<file path="src/rtl/act_lut_writer_if.sv">
// Load, lookup and result signals of the activation LUT, bundled for the block and its driver.
// The checksum signal exists only when ACT_LUT_CHECKSUM_EN is defined.
interface act_lut_writer_if;
    logic              load_start;
    logic              load_valid;
    logic              load_ready;
    logic signed [7:0] load_data;
    logic              table_valid;
    logic              z_valid;
    logic              z_ready;
    logic signed [7:0] z_value;
    logic              a_valid;
    logic signed [7:0] a;
`ifdef ACT_LUT_CHECKSUM_EN
    logic [7:0]        checksum;
`endif

    modport slave (
        input  load_start, load_valid, load_data, z_valid, z_value,
        output load_ready, table_valid, z_ready, a_valid, a
`ifdef ACT_LUT_CHECKSUM_EN
        , output checksum
`endif
    );

    modport master (
        output load_start, load_valid, load_data, z_valid, z_value,
        input  load_ready, table_valid, z_ready, a_valid, a
`ifdef ACT_LUT_CHECKSUM_EN
        , input checksum
`endif
    );
endinterface

</file>
<file path="src/rtl/act_lut_writer.sv">
// 16-entry signed activation LUT: streamed load, then piecewise-linear lookup with 1-cycle latency.
// Optional ACT_LUT_CHECKSUM_EN adds a modulo-256 sum of the entries loaded since the last load_start.
module act_lut_writer (
    input  logic             clk,
    input  logic             rst,
    act_lut_writer_if.slave  bus
);
    typedef enum logic [1:0] {EMPTY, LOAD, ACTIVE} state_t;

    state_t            state_reg, state_next;
    logic [3:0]        wr_ptr_reg, wr_ptr_next;
    logic              table_valid_reg, table_valid_next;
    logic              a_valid_reg;
    logic signed [7:0] a_reg;
    logic signed [7:0] tbl_mem [16];

    logic              load_ready_int, z_ready_int;
    logic              load_fire, z_fire;

    logic [3:0]         address, remaining, next_idx;
    logic signed [7:0]  base_val, next_val;
    logic signed [8:0]  diff;
    logic signed [12:0] prod;
    logic signed [7:0]  interp;

    always_ff @(posedge clk) begin
        if (rst) begin
            state_reg       <= EMPTY;
            wr_ptr_reg      <= 4'd0;
            table_valid_reg <= 1'b0;
        end else begin
            state_reg       <= state_next;
            wr_ptr_reg      <= wr_ptr_next;
            table_valid_reg <= table_valid_next;
        end
    end

    // Handshake readiness is suppressed while load_start or rst is high so neither side can transfer.
    always_comb begin
        state_next       = state_reg;
        wr_ptr_next      = wr_ptr_reg;
        table_valid_next = table_valid_reg;
        load_ready_int   = 1'b0;
        z_ready_int      = 1'b0;
        if (!rst && !bus.load_start) begin
            load_ready_int = (state_reg == LOAD);
            z_ready_int    = (state_reg == ACTIVE);
        end
        load_fire = load_ready_int && bus.load_valid;
        z_fire    = z_ready_int && bus.z_valid;
        if (bus.load_start) begin
            state_next       = LOAD;
            wr_ptr_next      = 4'd0;
            table_valid_next = 1'b0;
        end else if (load_fire) begin
            wr_ptr_next = wr_ptr_reg + 4'd1;
            if (wr_ptr_reg == 4'd15) begin
                state_next       = ACTIVE;
                table_valid_next = 1'b1;
            end
        end
    end

    // Table storage is deliberately not reset; table_valid gates its use.
    always_ff @(posedge clk) begin
        if (load_fire) begin
            tbl_mem[wr_ptr_reg] <= bus.load_data;
        end
    end

    // The top segment has no successor, so it interpolates against itself (flat).
    assign address   = bus.z_value[7:4];
    assign remaining = bus.z_value[3:0];
    assign next_idx  = (address == 4'd15) ? address : address + 4'd1;
    assign base_val  = tbl_mem[address];
    assign next_val  = tbl_mem[next_idx];
    assign diff      = 9'(next_val) - 9'(base_val);
    assign prod      = 13'(diff) * 13'($signed({1'b0, remaining}));
    assign interp    = 8'(13'(base_val) + (prod >>> 4));

    always_ff @(posedge clk) begin
        if (rst) begin
            a_valid_reg <= 1'b0;
            a_reg       <= 8'sd0;
        end else begin
            a_valid_reg <= z_fire && !bus.load_start;
            if (z_fire) begin
                a_reg <= interp;
            end
        end
    end

`ifdef ACT_LUT_CHECKSUM_EN
    logic [7:0] checksum_reg;

    always_ff @(posedge clk) begin
        if (rst || bus.load_start) begin
            checksum_reg <= 8'd0;
        end else if (load_fire) begin
            checksum_reg <= checksum_reg + bus.load_data;
        end
    end

    assign bus.checksum = checksum_reg;
`endif

    assign bus.load_ready  = load_ready_int;
    assign bus.z_ready     = z_ready_int;
    assign bus.table_valid = table_valid_reg;
    assign bus.a_valid     = a_valid_reg;
    assign bus.a           = a_reg;
endmodule

</file>
<file path="src/flat_wrapper.sv">
// flat-port wrapper written by rule: the top's interface ports become plain ports
module act_lut_writer_flat 
  (clk, rst, bus_load_start, bus_load_valid, bus_load_data, bus_z_valid, bus_z_value, bus_load_ready, bus_table_valid, bus_z_ready, bus_a_valid, bus_a);
  act_lut_writer_if bus_i ();
  input  logic clk;
  input  logic rst;
  input wire logic [$bits(bus_i.load_start)-1:0] bus_load_start;
  input wire logic [$bits(bus_i.load_valid)-1:0] bus_load_valid;
  input wire logic [$bits(bus_i.load_data)-1:0] bus_load_data;
  input wire logic [$bits(bus_i.z_valid)-1:0] bus_z_valid;
  input wire logic [$bits(bus_i.z_value)-1:0] bus_z_value;
  output wire logic [$bits(bus_i.load_ready)-1:0] bus_load_ready;
  output wire logic [$bits(bus_i.table_valid)-1:0] bus_table_valid;
  output wire logic [$bits(bus_i.z_ready)-1:0] bus_z_ready;
  output wire logic [$bits(bus_i.a_valid)-1:0] bus_a_valid;
  output wire logic [$bits(bus_i.a)-1:0] bus_a;
  assign bus_i.load_start = bus_load_start;
  assign bus_i.load_valid = bus_load_valid;
  assign bus_i.load_data = bus_load_data;
  assign bus_i.z_valid = bus_z_valid;
  assign bus_i.z_value = bus_z_value;
  assign bus_load_ready = bus_i.load_ready;
  assign bus_table_valid = bus_i.table_valid;
  assign bus_z_ready = bus_i.z_ready;
  assign bus_a_valid = bus_i.a_valid;
  assign bus_a = bus_i.a;
  act_lut_writer u_core (.clk(clk), .rst(rst), .bus(bus_i));
endmodule
</file>
<file path="config.mk">
export PLATFORM = sky130hd
export DESIGN_NAME = act_lut_writer_flat
export DESIGN_NICKNAME = d
export VERILOG_FILES = /design/src/rtl/act_lut_writer_if.sv /design/src/rtl/act_lut_writer.sv /design/src/flat_wrapper.sv
export SDC_FILE = /design/constraint.sdc
export NUM_CORES = 1
export LEC_CHECK = 0
export CORE_MARGIN = 3
export CORE_UTILIZATION = 64
export CTS_BUF_LIST = sky130_fd_sc_hd__clkbuf_2
export DETAILED_ROUTE_END_ITERATION = 8
export PLACE_DENSITY = 0.92
export SYNTH_ARGS = -nofsm -noshare
export SYNTH_HDL_FRONTEND = slang
export SYNTH_SLANG_ARGS = --single-unit
</file>
<file path="constraint.sdc">
create_clock -name clk -period 14.4 [get_ports clk]
set_input_delay 4.32 -clock clk [delete_from_list [all_inputs] [get_ports clk]]
set_output_delay 4.32 -clock clk [all_outputs]
set_load 0.02 [all_outputs]
</file>
* Yosys cells after proc, flatten, opt, wreduce, memory -nomap -nowiden *
Memory sizes are Yosys's and may differ from the RTL's.
Cells that the tools add are included.
Widths: inputs -> output; s select.

word-level totals
  output and inout port bits = 12
  flip-flop bits (word level) = 15
  input port bits = 21
  memories kept = 1
  word-level logic and storage cells = 34
  RAM bits = 128

memories
  memory          words  bits a word  rd ports  clocked after memory_dff  wr ports  RTL line              source
  u_core.tbl_mem  16     8            2         0                         1         act_lut_writer.sv:15  logic signed [7:0] tbl_mem [16];

operators by class
  $add $sub $neg = 4
  $mul = 1
  reductions and logical operators = 11
  equality and inequality tests = 4
  multiplexer cells = 8

operators by type and width
  cell                 count
  $mul 9x5->12         1
  $sub 8x8->9          1
  $add 4x1->4 const B  2
  $add 8x8->8          1
  $eq 4x4->1 const B   2
  $mux 1               7
  $logic_and 1x1->1    4
  $mux 4               1
  $reduce_and 2->1     2
  $reduce_bool 2->1    2
  $eq 2x1->1 const B   1
  $eq 2x2->1 const B   1
  $logic_not 1->1      2
  $reduce_or 2->1      1

* Logic depth before layout (Yosys ltp) *
Gate-level depths: netlist of run 1.

  depth in word-level cells = 6
  mapped depth = 36
  depth with buffers taken out = 34

* Least setup slack after synthesis of run 1 *
No wires, ideal clock.

  kind = input -> register
  start point = input bus_z_value[4]
  end point = register u_core.a_reg[7], in the netlist u_core.bus.a[7]
  setup time = 86 ps
  data arrival time = 11,517 ps
  cell stages on the path = 34
  path buffers = 2
  data required time = 14,314 ps
  slack = 2,798 ps
  cell sequence = ha_1 nand3_1 xor2_1 buf_4 buf_4 mux4_2 mux2i_1 a21oi_1 ha_1 nor2b_1 o21ai_0 a21oi_1 o21ai_0 nand2_1 xor2_1 and2_1 ha_1 fa_1 inv_1 fa_1 inv_1 ha_1 nor3_1 o211ai_1 nand3_1 nor2_1 nor3_1 nor2_1 ha_1 or4_1 a31oi_1 xnor2_1 xnor3_1 a211oi_1

on the way
  longest elaborated chain between the ends = 6
  elaborated cells between the ends (all ways) = 7
  those cells by class = 3 x add/sub; 1 x mul; 1 x eq/ne; 1 x mux; 1 x memory

RTL lines
  element                                           RTL line              source
  from (decl)                                       flat_wrapper.sv:11    input wire logic [$bits(bus_i.z_value)-1:0] bus_z_value;
  $add 4x1->4 / $eq 4x4->1 (equally long branches)  act_lut_writer.sv:74  assign next_idx = (address == 4'd15) ? address : address + 4'd1;
  $mux 4                                            act_lut_writer.sv:74
  $mem_v2 16x8 *                                    --
  $sub 8x8->9                                       act_lut_writer.sv:77  assign diff = 9'(next_val) - 9'(base_val);
  $mul 9x5->12                                      act_lut_writer.sv:78  assign prod = 13'(diff) * 13'($signed({1'b0, remaining}));
  $add 8x8->8 *                                     act_lut_writer.sv:79  assign interp = 8'(13'(base_val) + (prod >>> 4));
  to (signal assigned)                              act_lut_writer.sv:88  a_reg <= interp;
  to (decl)                                         act_lut_writer.sv:14  logic signed [7:0] a_reg;

Every way passes the cells marked *; elsewhere a longest branch is shown, timed or not.
A chain may end at the register's enable or synchronous reset.

* Worst setup path in the final report of run 1 *
  start point = input bus_z_value[5]
  end point = register u_core.a_reg[7], in the netlist u_core.bus.a[7]

Same word-level chain as after synthesis.

==> summary.md, run 1 <==
| Metric | Value |
|---|---|
| Critical Path Sink Type | flop |
| Final instance area | 0.00914 sq mm |
| Post-synthesis register bit count | 143 |
| Final net count | 702 |
| Clk Latency, worst-skew pair | 0.68 ns |
| Final setup viols | 0 |
| Placed cell area | 0.00882 sq mm |
| Vias in the first global route | 5,635 |
| Initial drt markers | 644 |
| H-tree depth | 4 |
| Gate Count Post-Synth | 594 |
| Post-CTS Setup Bufs | 0 |
| Hold Path Class | flop to flop |
| Final period utilization | 0.901 |
| Pwr Density | 168 mW/mm^2 |
| Switch share | 0.380 |
| Clock share of power | 0.187 |
| Fin crit period | 12.97 ns |
| Pins Over Slew Limit | 0 |
| Critical Path Source Type | primary input |
| Slew Limit Headroom | 0.0909 |
| DR vias | 5,413 |
| Unrepaired setup endpoints after global routing | false |
| Area share of the leading cell type in the synthesized netlist | 0.462 |
| CTS tree | done |
| Largest net degree at the start of global routing | 41 |
| Fmax | 0.0771 GHz |
| Slew @ Worst Pin | 1.36 ns |
| Synth Flop Type | edfxtp_1 |
| Max FFs per register | 128 |
| Critical Path Max Stage Delay | 0.57 ns |
| Worst-path clk slew | 0.21 ns |
| Comb pwr share | 0.518 |
| Mapped Nets | 671 |
| Num ports | 33 |
| Die width | 120 um |
| Antenna violations before repair | 0 |
| WS Path Type | primary input to flop |
| VDD IR-drop max | 0.241 mV |
| CTS max path bufs | 2 |
| Top cell by count, worst path | ha_1 |
| Req. time, crit path | 15.01 ns |
| Final routed DRC violation total | 0 |
| Die Footprint | 0.0144 sq mm |
| EDFF count, synth | 128 |
| Clk root buf | clkbuf_2 |
| Post-Syn Area | 0.00832 sq mm |
| CTS Hold Bufs | 0 |
| Arrival @ worst endpoint | 13.58 ns |
| Post-CTS sizing | 0 |
| GPL Wtd Cong | 0.942 |
| Die Y | 120 um |
| Part of the Yosys area used for sequential elements | 0.498 |
| Number of vias per cell | 6.68 |
| Library cells used by synthesis | 47 |
| P_leak | 3.30 nW |
| WL final | 19,800 um |
| Ys Warns | 0 |
| Area Overhead vs Synth | 9.80% |
| Seq pwr share | 0.295 |
| Int Pwr | 0.950 mW |
| Maxcap violations | 0 |
| Tot GR Track Use | 0.289 |
| Routed Antenna Nets | 0 |
| DRT Pass-1 Iters | 5 |
| Synth Area per Inst | 14.0 sq um |
| Most frequent cells after synthesis | 128 x edfxtp_1, 58 x mux4_2, 49 x inv_1 |
| Post-route core utilization | 0.721 |
| Number of buffers created by CTS | 17 |
| Outcome | finished clean |
| Core box area | 0.0127 sq mm |
| Slowest cell on the critical path | fa_1 |
| Setup TNS | 0 ns |
| Most numerous cell in the Yosys netlist | edfxtp_1 |
| CP max FO | 32 |
| Synth area leaders | edfxtp_1 46%, mux4_2 16%, ha_1 5.9% |
| Worst Skew | 0.0285 ns |
| Row cnt | 41 |
| # diodes | 0 |
| Initial Util | 0.657 |
| Final hold violation count | 0 |
| DP Wirelength | 13,700 um |
| Asr flop ratio synth | 0 |
| Total gr overflow | 0 |
| Synth area leader | edfxtp_1 |
| Avg WL per Cell | 24.4 um |
| Layout cells sized above 1 | 0.169 |
| Net Sw Power | 0.582 mW |
| First-pass GRT wire length | 31,000 um |
| # clock sinks | 143 |
| Port-buffer cells | 32 |
-- layout by cell type (no fill, tap or decap), drive strengths merged, types with 2 or more instances in the layout --
cell	n
edfxtp	128
mux4	63
inv	56
ha	39
nand2	37
nor2	37
clkdlybuf4s50	31
a21oi	24
and2	23
mux2i	23
clkbuf	18
xnor2	17
fa	17
nor2b	15
dfxtp	15
o21ai	10
a211oi	9
buf	8
nor3	8
xor2	7
nor3b	5
o21a	5
bufinv	5
a221oi	4
nand2b	4
and3	2
nand3	2
mux2	2
a22oi	2
a21o	2
o211ai	2
o21bai	2
o221ai	2
clkinvlp	2
-- path summary, 6_finish.rpt --
path	startpoint	to	slack [ns]	cells after the start
worst min register to register	u_core.bus.a[4]	u_core.bus.a[4]	0.48	2
worst max-delay path	bus_z_value[5]	u_core.bus.a[7]	1.43	34
worst min-delay path	u_core.bus.a[4]	u_core.bus.a[4]	0.48	2
worst max register to register	u_core.tbl_mem[8][1]	u_core.bus.a[7]	6.99	30
-- critical path, delay by kind of cell --
family / cells / cell delay (ns)
adder cells (fa/ha/maj): 8 / 2.92
AO/OA/AOI/OAI: 7 / 1.51
buffers and inverters: 7 / 1.48
AND/OR/NAND/NOR: 6 / 1.35
XOR/XNOR: 4 / 1.17
multiplexers: 2 / 0.83
-- power by group through the flow --
stage          Sequential (mW)  Combinational [mW]  Clock [mW]
2_1_floorplan            0.461               0.600           0
3_3_place_gp             0.461               0.712           0
3_5_place_dp             0.461               0.758           0
4_1_cts                  0.452               0.782       0.289
5_1_grt                  0.452               0.875       0.307
6_report                 0.452               0.793       0.287
-- final cells by class --
type	instances	area, sq um
fillers	780	3530
inverters	50	188
flip-flops and latches	143	4140
multi-input cells	374	3910
clock buffers	18	90.1
well taps	172	215
repair buffers	39	368
clock inverters	14	226
-- logic make-up (layout without fill, tap and decap cells) --
| logic type | Yosys count | in the layout | synth area share |
|---|---|---|---|
| flops | 143 | 143 | 0.498 |
| simple gates | 138 | 138 | 0.0815 |
| mux | 88 | 88 | 0.203 |
| buf+inv | 77 | 121 | 0.0388 |
| compound gates | 67 | 67 | 0.0511 |
| fa+ha+maj | 56 | 56 | 0.0995 |
| xor+xnor | 25 | 25 | 0.0280 |
-- metrics by stage --
step           hold slack [ns]  instances  power (mW)  setup WS [ns]
6_report                 0.480        810        1.53           1.43
5_1_grt                  0.506        810        1.63           1.08
4_1_cts                  0.483        810        1.52           1.56
3_5_place_dp             0.450        778        1.22          0.864
3_3_place_gp             0.446        778        1.17           1.24
2_1_floorplan            0.462        594        1.06           2.80
-- routing by layer --
metal / wire, um / global-route usage / share of wire
met1: 7030 / 0.368 / 0.36
met2: 9640 / 0.463 / 0.49
met3: 2410 / 0.0961 / 0.12
met4: 669 / 0.119 / 0.034
met5: 0 / 0 / 0
Power figures use the tool's default switching activity.
==> run 2, diff against run 1 <==
--- a/config.mk
+++ b/config.mk
@@ -8,6 +8,7 @@
 export CORE_MARGIN = 3
 export CORE_UTILIZATION = 64
 export CTS_BUF_LIST = sky130_fd_sc_hd__clkbuf_2
+export CTS_CLUSTER_DIAMETER = 100
 export DETAILED_ROUTE_END_ITERATION = 8
 export PLACE_DENSITY = 0.92
 export SYNTH_ARGS = -nofsm -noshare
==> results of run 2 <==
Final layout, timing and power as in run 1 (identical DEF).
